File: src/rtl/uart_rx.sv
// 16x-oversampled UART receiver (start, DATA_BITS data LSB first, stop).
// Samples each bit at its midpoint and strobes rx_done_tick for one clock per frame.
module uart_rx #(
  parameter int DATA_BITS  = 8,
  parameter int SB_TICKS   = 16,
  parameter int OVERSAMPLE = 16
) (
  input  logic                 clk,
  input  logic                 reset,
  input  logic                 s_tick,
  input  logic                 rx,
  output logic [DATA_BITS-1:0] dout,
  output logic                 rx_done_tick,
  output logic                 frame_err
);

  localparam int S_MAX = (OVERSAMPLE > SB_TICKS) ? OVERSAMPLE : SB_TICKS;
  localparam int S_W   = (S_MAX > 1) ? $clog2(S_MAX) : 1;
  localparam int N_W   = (DATA_BITS > 1) ? $clog2(DATA_BITS) : 1;

  localparam logic [S_W-1:0] S_MID       = S_W'(OVERSAMPLE / 2 - 1);
  localparam logic [S_W-1:0] S_LAST_BIT  = S_W'(OVERSAMPLE - 1);
  localparam logic [S_W-1:0] S_LAST_STOP = S_W'(SB_TICKS - 1);
  localparam logic [N_W-1:0] N_LAST      = N_W'(DATA_BITS - 1);

  typedef enum logic [1:0] {IDLE, START, DATA, STOP} state_t;

  state_t               r_state, w_state_next;
  logic [S_W-1:0]       r_s, w_s_next;
  logic [N_W-1:0]       r_n, w_n_next;
  logic [DATA_BITS-1:0] r_b, w_b_next;
  logic [DATA_BITS-1:0] r_dout, w_dout_next;
  logic                 r_done, w_done_next;
  logic                 r_ferr, w_ferr_next;
  logic                 r_sync1, r_sync2;

  // Two-flop synchronizer; idles high so reset never looks like a start bit.
  always_ff @(posedge clk) begin
    if (reset) begin
      r_sync1 <= 1'b1;
      r_sync2 <= 1'b1;
    end else begin
      r_sync1 <= rx;
      r_sync2 <= r_sync1;
    end
  end

  always_ff @(posedge clk) begin
    if (reset) begin
      r_state <= IDLE;
      r_s     <= '0;
      r_n     <= '0;
      r_b     <= '0;
      r_dout  <= '0;
      r_done  <= 1'b0;
      r_ferr  <= 1'b0;
    end else begin
      r_state <= w_state_next;
      r_s     <= w_s_next;
      r_n     <= w_n_next;
      r_b     <= w_b_next;
      r_dout  <= w_dout_next;
      r_done  <= w_done_next;
      r_ferr  <= w_ferr_next;
    end
  end

  always_comb begin
    w_state_next = r_state;
    w_s_next     = r_s;
    w_n_next     = r_n;
    w_b_next     = r_b;
    w_dout_next  = r_dout;
    w_done_next  = 1'b0;
    w_ferr_next  = r_ferr;
    case (r_state)
      IDLE: begin
        if (!r_sync2) begin
          w_state_next = START;
          w_s_next     = '0;
        end
      end
      START: begin
        // A start bit that is high again at its midpoint was a glitch.
        if (s_tick) begin
          if (r_s == S_MID) begin
            if (!r_sync2) begin
              w_state_next = DATA;
              w_s_next     = '0;
              w_n_next     = '0;
            end else begin
              w_state_next = IDLE;
            end
          end else begin
            w_s_next = r_s + 1'b1;
          end
        end
      end
      DATA: begin
        if (s_tick) begin
          if (r_s == S_LAST_BIT) begin
            w_s_next = '0;
            w_b_next = {r_sync2, r_b[DATA_BITS-1:1]};
            if (r_n == N_LAST) w_state_next = STOP;
            else               w_n_next     = r_n + 1'b1;
          end else begin
            w_s_next = r_s + 1'b1;
          end
        end
      end
      STOP: begin
        // Leaving at mid-stop-bit leaves half a bit to catch the next start edge.
        if (s_tick) begin
          if (r_s == S_LAST_STOP) begin
            w_state_next = IDLE;
            w_dout_next  = r_b;
            w_ferr_next  = ~r_sync2;
            w_done_next  = 1'b1;
          end else begin
            w_s_next = r_s + 1'b1;
          end
        end
      end
      default: w_state_next = IDLE;
    endcase
  end

  assign dout         = r_dout;
  assign rx_done_tick = r_done;
  assign frame_err    = r_ferr;

endmodule

File: config.mk
export PLATFORM = sky130hd
export DESIGN_NAME = uart_rx
export DESIGN_NICKNAME = d
export VERILOG_FILES = /design/src/rtl/uart_rx.sv
export SDC_FILE = /design/constraint.sdc
export NUM_CORES = 1
export LEC_CHECK = 0
export CELL_PAD_IN_SITES_DETAIL_PLACEMENT = 1
export CELL_PAD_IN_SITES_GLOBAL_PLACEMENT = 1
export CORE_AREA = 2 2 55 57
export DETAILED_ROUTE_END_ITERATION = 16
export DIE_AREA = 0 0 57 59
export DONT_BUFFER_PORTS = 1
export PLACE_DENSITY_LB_ADDON = 0.1
export SYNTH_ARGS = -nofsm -noshare
export SYNTH_HDL_FRONTEND = slang
export SYNTH_SLANG_ARGS = --single-unit
File: constraint.sdc
create_clock -name clk -period 2.1 [get_ports clk]
set_input_delay 0.525 -clock clk [delete_from_list [all_inputs] [get_ports clk]]
set_output_delay 0.525 -clock clk [all_outputs]
set_load 0.01 [all_outputs]
==> metrics.yaml <==
status:
  status: "complete, no violations"
layout:
  multi_input_area_um2: 634
  layout_commonest_cell: "dfxtp_1"
  antenna_cells: 0
  syn2layout_area_growth_pct: 5.96
  regArea_um2: 581
  fin_nets: 136
  drive_gt1_share_pct: 11.5
  final_cell_mix: "29 x dfxtp_1, 25 x nor2_1, 20 x mux2i_1, 5 x nand2_1, 5 x clkbuf_4"
  fill_cells: 314
clocking:
  postCtsSetupBuffers: 0
  htreeDepth: 2
  cts_buffer_depth: 2
  hold_buffers: 0
  ctsResizeCount: 0
  cts_tree: "built"
  clk_pin_slew_ns: 0.09
  insertion_delay_ns: 0.33
  cts_buffers: 5
  cts.sinks: 29
  cts_root_buffer: "clkbuf_4"
sta:
  hold_viol: 0
  worst_pin_slew_ns: 0.530
  relSlewSlack_pct: 64.6
  slew_violations: 0
  post-route-period-util_pct: 85.5
  min_period_ns: 1.79
  hold_ws_ns: 0.258
  rsz0062_at_grt: "no"
  fmax_ghz: 0.557
  finalClockSkew_ns: 0.00612
  finalSetupTns_ns: 0
  finalSetupViolCount: 0
die:
  die_w_um: 57
  die_y_um: 59
  core_mm2: 0.00271
  start_util_pct: 46.5
  rows: 19
  fp.dieArea_mm2: 0.00336
  io_pins: 14
worst_setup_path:
  r2r_slack_ns: 0.31
  arrival_ns: 2.02
  rr_endpoint: "r_b[1]"
  rr_startpoint: "r_s[0]"
  worstSetupStartpoint: "r_s[0]"
  end_kind: "flip-flop"
  worstRegToRegCells: 5
  start_kind: "flip-flop"
  path_max_fanout: 8
  setup.worst_path.end: "r_b[1]"
  crit_type: "reg2reg"
  critPathRequiredTime_ns: 2.32
grt:
  grt_util_met3_pct: 6.55
  grt_usage_pct: 17.3
  first_global_vias: 927
  met2_usage_pct: 26.8
  antenna_found_initial: 0
  grt-ovfl-total: 0
  use_met1_pct: 21.1
  grt_max_degree: 32
  grt_pass1_wl_mm: 4.36
  grt_busiest_layer: "met2"
pwr:
  peakVddDrop_mv: 0.472
  p_int_uw: 754
  p_leak_uw: 0.000477
  power_uw: 961
  switching_share_pct: 21.6
  pwr-share-comb_pct: 1.5
  power_density_mw_per_mm2: 720
  p_switching_uw: 207
  power_frac_clock_pct: 40.3
  p_seq_share_pct: 58.2
detailed_routing:
  antenna_left: 0
  drt_iter0_markers: 14
  vias: 889
  vias_per_cell: 5.52
  drc: 0
  wl_per_cell_um: 15.0
  totalWireLength_mm: 2.42
  dr.pass1.iters: 3
place:
  hpwlAfterDp_mm: 1.66
  io_buffer_count: 0
  place.gp.congestion: 0.776
synthesis:
  synth_top_area_cell: "dfxtp_1"
  syn_area_mm2: 0.00126
  ys_warn_count: 0
  ys_top_cells_by_area: "dfxtp_1 46%, mux2i_1 16%, nor2_1 7.4%"
  synth_cells: 129
  avgSynthCellArea_um2: 9.77
  synthesis.nets: 136
  synth.distinct_cells: 32
  synth_top_area_share_pct: 46.1
  synth_seq_cells: 29
  synth-seq-area-share_pct: 46.1
worst_hold_path:
  hold_depth: 1
  worst_hold_path_type: "in2reg"
job:
  cap_violations: 0
==> worst min path at each step <==
stage / start / to / slack (ns)
after detailed placement: r_sync1 / r_sync2 / 0.42
after global placement: r_sync1 / r_sync2 / 0.39
after global routing: reset / dout[0] / 0.23
after CTS: reset / r_s[3] / 0.24
after floorplan: r_sync1 / r_sync2 / 0.39
final: reset / dout[7] / 0.26
==> sequential cells by signal (all words and copies together) (netlist names), named ones only <==
name          flops
rx_done_tick      1
r_state           1
dout              8
r_sync1           1
r_sync2           1
r_s               4
r_b               8
r_n               3
frame_err         1
==> cells in the mapped netlist (all sizes together) <==
cell / n
a21oi: 1
nand2: 5
and3: 2
buf: 4
nor3: 5
mux2i: 20
inv: 3
nor4bb: 1
o21bai: 2
o21ai: 4
nand4: 2
nand2b: 1
mux2: 1
o2111ai: 1
or2: 2
dfxtp: 29
nor4b: 2
o32ai: 1
o211ai: 2
nand3: 2
xnor2: 1
a31oi: 3
ha: 3
nand3b: 1
clkbuf: 3
nor2: 26
a211oi: 2
==> metal layers <==
layer | routed length [um] | up-vias
li1 | - | 455
met1 | 1140 | 417
met2 | 1120 | 11
met3 | 101 | 6
met4 | 56 | 0
met5 | 0 | -
==> per-stage QoR <==
step / utilization, % / setup slack (ns) / area [um2] / instances
after global routing: 49.3 / 0.136 / 1340 / 161
after floorplan: - / 0.538 / 1260 / 129
after global placement: 46.7 / 0.366 / 1260 / 153
final: 49.3 / 0.305 / 1340 / 161
after CTS: 49.3 / 0.273 / 1340 / 161
after detailed placement: 46.7 / 0.308 / 1260 / 153
==> cells by family (layout without fill, tap and decap cells) <==
| family | after synthesis | in the layout | synth area share [%] |
|---|---|---|---|
| simple gates | 49 | 49 | 21.5 |
| flops | 29 | 29 | 46.1 |
| mux | 21 | 21 | 16.8 |
| compound gates | 16 | 16 | 8.44 |
| buf+inv | 10 | 11 | 3.57 |
| fa+ha+maj | 3 | 3 | 2.98 |
| xor+xnor | 1 | 1 | 0.695 |
==> power groups by stage <==
| stage | logic [uW] | registers [uW] | clock network, uW |
|---|---|---|---|
| floorplan | 21.5 | 569 | 0 |
| global placement | 14.3 | 572 | 0 |
| detailed placement | 14.8 | 572 | 0 |
| CTS | 14.9 | 559 | 401 |
| global route | 17.4 | 561 | 422 |
| finish | 14.6 | 559 | 388 |
==> area by class of cell <==
type	instances	share of cell area (%)
Tap cell	31	2.91
Clock buffer	7	4.87
Sequential cell	29	43.5
Clock inverter	1	0.375
Inverter	3	0.843
Multi-Input combinational cell	90	47.5
==> worst max-delay path, cell delays in order, from the launching register on <==
cell and delay [ns]:
dfxtp_1 0.39, ha_1 0.35, nand4_4 0.19, nor3_4 0.45, mux2i_1 0.27, nor2_1 0.05
(Power assumes the default switching activity.)
